<file path="src/rtl/cmp_share_arbiter.sv">
// cmp_share_arbiter: round-robin sharing of one magnitude comparator among NREQ requesters (CMP_SIGNED_EN selects signed compare)
module cmp_share_arbiter #(
  parameter int WIDTH = 8,
  parameter int NREQ = 4,
  localparam int IDW = $clog2(NREQ)
) (
  input  logic                  clk,
  input  logic                  rst_n,
  input  logic [NREQ-1:0]       req_valid,
  output logic [NREQ-1:0]       req_ready,
  input  logic [NREQ*WIDTH-1:0] req_a,
  input  logic [NREQ*WIDTH-1:0] req_b,
  output logic                  rsp_valid,
  input  logic                  rsp_ready,
  output logic [IDW-1:0]        rsp_id,
  output logic                  rsp_lesser,
  output logic                  rsp_greater,
  output logic                  rsp_equal
);
  typedef enum logic {EMPTY, FULL} state_t;
  state_t r_state, w_next;
  logic [IDW-1:0] r_ptr, w_gid;
  logic w_found, w_can_issue, w_grant, w_lt, w_eq;
  logic [WIDTH-1:0] w_a, w_b;
  // first valid requester at or after r_ptr, wrapping modulo NREQ
  always_comb begin
    int j;
    j = 0;
    w_found = 1'b0;
    w_gid = '0;
    for (int k = 0; k < NREQ; k++) begin
      j = int'(r_ptr) + k;
      if (j >= NREQ) j = j - NREQ;
      if (!w_found && req_valid[j]) begin
        w_found = 1'b1;
        w_gid = IDW'(j);
      end
    end
  end
  assign w_can_issue = !rsp_valid || rsp_ready;
  assign w_grant = rst_n && w_can_issue && w_found;
  assign req_ready = w_grant ? ({{(NREQ-1){1'b0}}, 1'b1} << w_gid) : '0;
  assign w_a = req_a[w_gid*WIDTH +: WIDTH];
  assign w_b = req_b[w_gid*WIDTH +: WIDTH];
`ifdef CMP_SIGNED_EN
  assign w_lt = $signed(w_a) < $signed(w_b);
`else
  assign w_lt = w_a < w_b;
`endif
  assign w_eq = w_a == w_b;
  assign rsp_valid = r_state == FULL;
  // result register occupancy: a grant fills it, a consume without grant empties it
  always_comb begin
    w_next = r_state;
    if (w_grant) w_next = FULL;
    else if (rsp_ready) w_next = EMPTY;
  end
  // occupancy state register
  always_ff @(posedge clk or negedge rst_n) begin
    if (!rst_n) r_state <= EMPTY;
    else r_state <= w_next;
  end
  // capture comparator result and advance the round-robin pointer on a grant
  always_ff @(posedge clk or negedge rst_n) begin
    if (!rst_n) begin
      rsp_id <= '0;
      rsp_lesser <= 1'b0;
      rsp_greater <= 1'b0;
      rsp_equal <= 1'b0;
      r_ptr <= '0;
    end else if (w_grant) begin
      rsp_id <= w_gid;
      rsp_lesser <= w_lt;
      rsp_greater <= !w_lt && !w_eq;
      rsp_equal <= w_eq;
      r_ptr <= (w_gid == IDW'(NREQ-1)) ? '0 : w_gid + 1'b1;
    end
  end
endmodule

</file>
<file path="config.mk">
export PLATFORM = sky130hd
export DESIGN_NAME = cmp_share_arbiter
export DESIGN_NICKNAME = d
export VERILOG_FILES = /design/src/rtl/cmp_share_arbiter.sv
export SDC_FILE = /design/constraint.sdc
export NUM_CORES = 1
export LEC_CHECK = 0
export CAP_MARGIN = 20
export CORE_AREA = 2 2 70 66
export CTS_CLUSTER_SIZE = 20
export DETAILED_ROUTE_END_ITERATION = 8
export DIE_AREA = 0 0 72 68
export PLACE_DENSITY = 0.68
export SYNTH_ARGS = -nofsm -noshare
export SYNTH_HDL_FRONTEND = slang
export SYNTH_SLANG_ARGS = --single-unit
export TNS_END_PERCENT = 5
</file>
<file path="constraint.sdc">
create_clock -name clk -period 3.6 [get_ports clk]
set_input_delay 0.72 -clock clk [delete_from_list [all_inputs] [get_ports clk]]
set_output_delay 0.72 -clock clk [all_outputs]
set_load 0.02 [all_outputs]
</file>
# == Yosys cells after proc, flatten, opt, wreduce, memory -nomap -nowiden ==
# Index checks and enable logic that the tools add are counted.
# word_totals
elab_cells,70
reg_bits,8
output_inout_bits,10
# classes
n_eq_ne,2
reduce_logical,14
add_sub_neg,8
mux,28
order_cmp,9
shift,3
# ops
cell,count
$lt A32 B4 Y1 const B,4
$mux W32,4
$shiftx A32 B6 Y8,2
$mux W1,14
$sub A3 B3 Y4 const B,3
$mux W2,5
$ge A3 B3 Y1 const B,3
$bmux W1 S2,4
$eq A8 B8 Y1,1
$lt A8 B8 Y1,1
$add A2 B2 Y3 const B,2
$logic_and A1 B1 Y1,6
$logic_not A1 Y1,6
$mux W4,1
$shl A1 B2 Y4 const A,1
$sub A2 B3 Y4 const B,1
$add A2 B1 Y3 const B,1
$ge A2 B3 Y1 const B,1
$add A2 B1 Y2 const B,1
$eq A2 B2 Y1 const B,1
$reduce_bool A2 Y1,1
$logic_or A1 B1 Y1,1

# == Longest topological paths before layout ==
# Gate-level depths: netlist of run 1.
# depth
word_depth,19
ltp_mapped,13

# == Worst setup path after synthesis of run 1 ==
# No wires, ideal clock.
# synth_timing
path_kind,in2reg
startpoint,in req_valid[3]
endpoint,reg rsp_lesser
setup_time_ps,68
setup_slack_ps,520
path_stages,12
required_ps,3532
t_arrival_ps,3012
path_cell_list,nand2b_1 a211oi_2 nor2_4 buf_12 mux2i_1 mux2_2 ha_1 nor2b_1 o211ai_1 a21oi_1 a2111oi_0 mux2_1
# synth_via
elab_chain_len,15
# synth_rtl
item,line_no,rtl
start: declaration,9,"input logic [NREQ-1:0] req_valid,"
$bmux W1 S2,34,if (!w_found && req_valid[j]) begin
$mux W1 (implied by the code) (2 in series),34,
$mux W1,34,
$logic_not A1 Y1,34,
$logic_and A1 B1 Y1,34,
$mux W1,34,
$logic_not A1 Y1,34,
$logic_and A1 B1 Y1,34,
$mux W1,34,
$logic_not A1 Y1,34,
$logic_and A1 B1 Y1,34,
$mux W2,34,
"$shiftx A32 B6 Y8, on equally long branches","43, 44",
$lt A8 B8 Y1,48,assign w_lt = w_a < w_b;
end signal: assignment,73,rsp_lesser <= w_lt;
end: declaration,16,"output logic rsp_lesser,"
# Several ways; a longest one is shown, not always the timed one. The select of a mux whose other input is x is not followed.
# A chain may end at the register's enable or synchronous reset.

# == Final worst setup path of run 1 ==
# layout_timing
startpoint,in req_valid[1]
endpoint,reg rsp_greater
# layout_via
elab_chain_len,17
# layout_rtl
item,line_no,rtl
$bmux W1 S2,34,
$mux W1 (implied by the code) (2 in series),34,
$mux W1,34,
$logic_not A1 Y1,34,
$logic_and A1 B1 Y1,34,
$mux W1,34,
$logic_not A1 Y1,34,
$logic_and A1 B1 Y1,34,
$mux W1,34,
$logic_not A1 Y1,34,
$logic_and A1 B1 Y1,34,
$mux W2,34,
"$shiftx A32 B6 Y8, on equally long branches","43, 44",
$lt A8 B8 Y1 or $eq A8 B8 Y1 (tied branches),"48, 50",
$logic_not A1 Y1,74,rsp_greater <= !w_lt && !w_eq;
$logic_and A1 B1 Y1,74,
end signal: assignment,74,
end: declaration,17,"output logic rsp_greater,"
# Several ways; a longest one is shown, not always the timed one. The select of a mux whose other input is x is not followed.

==> results of run 1 <==
power by group through the flow:
stage                     Clock (mW)  Combinational, mW  Sequential, mW
after floorplan                    0              0.511           0.168
after global placement             0              0.779           0.150
after detailed placement           0              0.785           0.152
after CTS                      0.108              0.789           0.151
after global routing           0.114              0.868           0.153
final                          0.105              0.779           0.150
layer usage:
metal | share of wire [%] | GRT usage [%] | up-vias
met5 | 0 | 0 | -
met4 | 0.61 | 4.25 | 0
met3 | 7.9 | 2.50 | 2
met2 | 47 | 20.9 | 46
met1 | 45 | 16.3 | 544
li1 | - | - | 635
cell families after synthesis:
group           after synthesis  synth area share (%)
mux                          50                  42.3
fa+ha+maj                    12                  12.4
flops                         8                  16.5
compound gates               13                  7.75
buf+inv                       9                  7.13
simple gates                 32                  13.9
per-stage QoR:
stage	hold slack [ps]	instance area, sq um	utilization [%]	cells	setup TNS [ps]
floorplan	424	1210	-	124	0
finish	486	2180	51.6	265	0
detailed placement	485	2130	50.3	262	-107
CTS	494	2170	51.3	265	0
global route	520	2180	51.6	265	-1.52
global placement	475	2130	50.3	262	0
state kept, by name, indices dropped and copies added (netlist names):
signal       count
rsp_greater      1
rsp_id           2
r_ptr            2
rsp_lesser       1
rsp_valid        1
rsp_equal        1
synth_stat cells:
| cell | instances |
|---|---|
| mux2_1 | 1 |
| nand2b_1 | 4 |
| a2111oi_0 | 1 |
| buf_6 | 2 |
| buf_12 | 2 |
| nand4_1 | 2 |
| o31ai_1 | 1 |
| o211ai_1 | 1 |
| a21oi_1 | 4 |
| mux2i_1 | 41 |
| ha_1 | 12 |
| mux2_2 | 8 |
| a31oi_1 | 1 |
| buf_2 | 1 |
| inv_2 | 2 |
| o21ai_1 | 2 |
| nor3b_2 | 1 |
| dfrtp_1 | 8 |
| nor2_1 | 4 |
| nor2_4 | 1 |
| buf_4 | 1 |
| a211oi_2 | 1 |
| nor2b_1 | 2 |
| nand2_1 | 13 |
| o31ai_2 | 1 |
| inv_1 | 1 |
| and2_1 | 5 |
| o41ai_1 | 1 |
cell type report:
| class | instances | area (sq um) |
|---|---|---|
| Clock buffer | 3 | 41.3 |
| Fill cell | 391 | 2050 |
| Tap cell | 50 | 62.6 |
| Sequential cell | 8 | 200 |
| Timing Repair Buffer | 94 | 941 |
| Inverter | 3 | 11.3 |
| Multi-Input combinational cell | 107 | 926 |
timing repair:
| item | CTS | global route |
|---|---|---|
| setup endpoints to repair | 0 | 6 |
| resized for setup | 0 | 5 |
| hold endpoints to repair | 0 | 0 |
| setup buffers | 0 | 0 |
tightest hold or removal path: stages, from the launching register on:
cell	delay, ps
dfrtp_1	340
nand2_1	50
o21ai_1	60
worst min-delay path by stage:
stage,cells after the start,slack [ps],end,startpoint
after floorplan,0,420,r_ptr[0]$_DFFE_PN0P_,rst_n
after global placement,2,480,rsp_id[1]$_DFFE_PN0P_,rsp_id[1]$_DFFE_PN0P_
after detailed placement,2,490,rsp_id[1]$_DFFE_PN0P_,rsp_id[1]$_DFFE_PN0P_
after CTS,2,490,rsp_id[1]$_DFFE_PN0P_,rsp_id[1]$_DFFE_PN0P_
after global routing,2,520,rsp_id[1]$_DFFE_PN0P_,rsp_id[1]$_DFFE_PN0P_
final,2,490,rsp_id[1]$_DFFE_PN0P_,rsp_id[1]$_DFFE_PN0P_
==> results.cfg, run 1 <==
[place]
dp_hpwl_mm = 2.73
gp_congestion = 0.785
portBuffers = 80
dp_slack_ps = -62.8

[sta]
timing.fmax_ghz = 0.295
period_share_pct = 94.0
rsz0062_at_grt = true
tightest_slew_ps = 386
layout_setup_ws_ps = 216
slew_violations = 0
slew_headroom_pct = 74.3
min_period_ps = 3380
worst_clock_skew_ps = 0.566
hold_viol = 0
finalSetupViolations = 0

[cells_and_area]
final_cell_mix = clkdlybuf4s50_1, mux2i_1, nand2_1
final_common_cell = clkdlybuf4s50_1
syn_to_final_growth_pct = 80.2
final_nets = 300
drive_above_1_share_pct = 14.4
diodes = 0

[global_route]
grt_max_degree = 12
overflow = 0
grt_pass1_wl_mm = 4.89
grt_pass1_vias = 1087
grt_usage_pct = 12.6
antenna_found_initial = 0

[critical_path]
critical_path_class = in -> reg
crit_family = compound AO/OA/AOI/OAI gates
worstReg2RegStart = r_ptr[1]$_DFFE_PN0P_
path_depth = 14
path_buf_inv = 3
critical_path_arrival_ps = 3480
crit_end = rsp_greater$_DFFE_PN0P_
reg2reg_to = rsp_greater$_DFFE_PN0P_
cp_slowest_cell = clkdlybuf4s50_1
crit_start = req_valid[1]
start_kind = primary input
r2r_cells = 13
crit_chain = clkdlybuf4s50_1 > nor3b_2 > a211oi_2 > nor2_4 > buf_12 > mux2i_1 > mux2_2 > ha_1 > nor2b_1 > o211ai_1 > a21oi_1 > a2111oi_1 > buf_4 > o31ai_1
crit_path_max_incr_delay_ps = 550
cp_max_fo = 11
endpoint_kind = flip-flop
required_ps = 3690
r2r_slack_ps = 700

[cts]
cts-root-buf = clkbuf_8
cts_tree = done
cts-buffers-inserted = 3
clk_latency_ps = 220
clock_path_buffers = 2
htreeDepth = 1
cts_hold_buf = 0
cts.sinks = 8
clk_pin_slew_ps = 40

[die]
die_y_um = 68
dieArea_sq_um = 4900
fp-row-count = 23
core_sq_um = 4230
die_x_um = 72
start_util_pct = 28.6
io_pins = 81

[synthesis]
syn_area_sq_um = 1210
ys_warn_count = 0
synth_cell_type_count = 28
syn_nets = 207
postSynthAreaPerCell_sq_um = 9.77
yosysTopAreaCell = mux2i_1
synth_cells = 124
synth_area_leaders = mux2i_1, dfrtp_1, ha_1
ys_ff_latch = 8
yosysSeqAreaShare_pct = 16.5
yosys.area.top_type_share_pct = 33.9

[pwr]
clockPowerShare_pct = 10.2
p_sw_share_pct = 38.5
p_int_mw = 0.637
power_mw = 1.03
sequentialPowerShare_pct = 14.5
netSwitchingPower_mw = 0.398
powerDensity_nw_per_um2 = 474
vdd_ir_drop_max_v = 0.000200
p_comb_share_pct = 75.3
p_leak_nw = 1.02

[detailed_routing]
wl_per_cell_um = 11.8
ant_nets = 0
first_iter_violations = 18
via_count = 1227
remaining_drc_errors = 0
finalWirelength_mm = 3.14
via_per_inst = 4.63
drtPass1Iterations = 6

[job]
maxCapViolCount = 0

[outcome]
status = complete, no violations

[worst_hold_path]
hp-class = reg -> reg
(Power assumes the default switching activity.)
==> run 2, diff against run 1 <==
- HOLD_SLACK_MARGIN: unset -> 0.15
==> results of run 2 <==
Same layout as run 1: the final DEF is identical, and so are final timing and power.
==> run 3, diff against run 2 <==
- CAP_MARGIN: 20 -> 40
==> results of run 3 <==
Same layout as run 1: the final DEF is identical, and so are final timing and power.
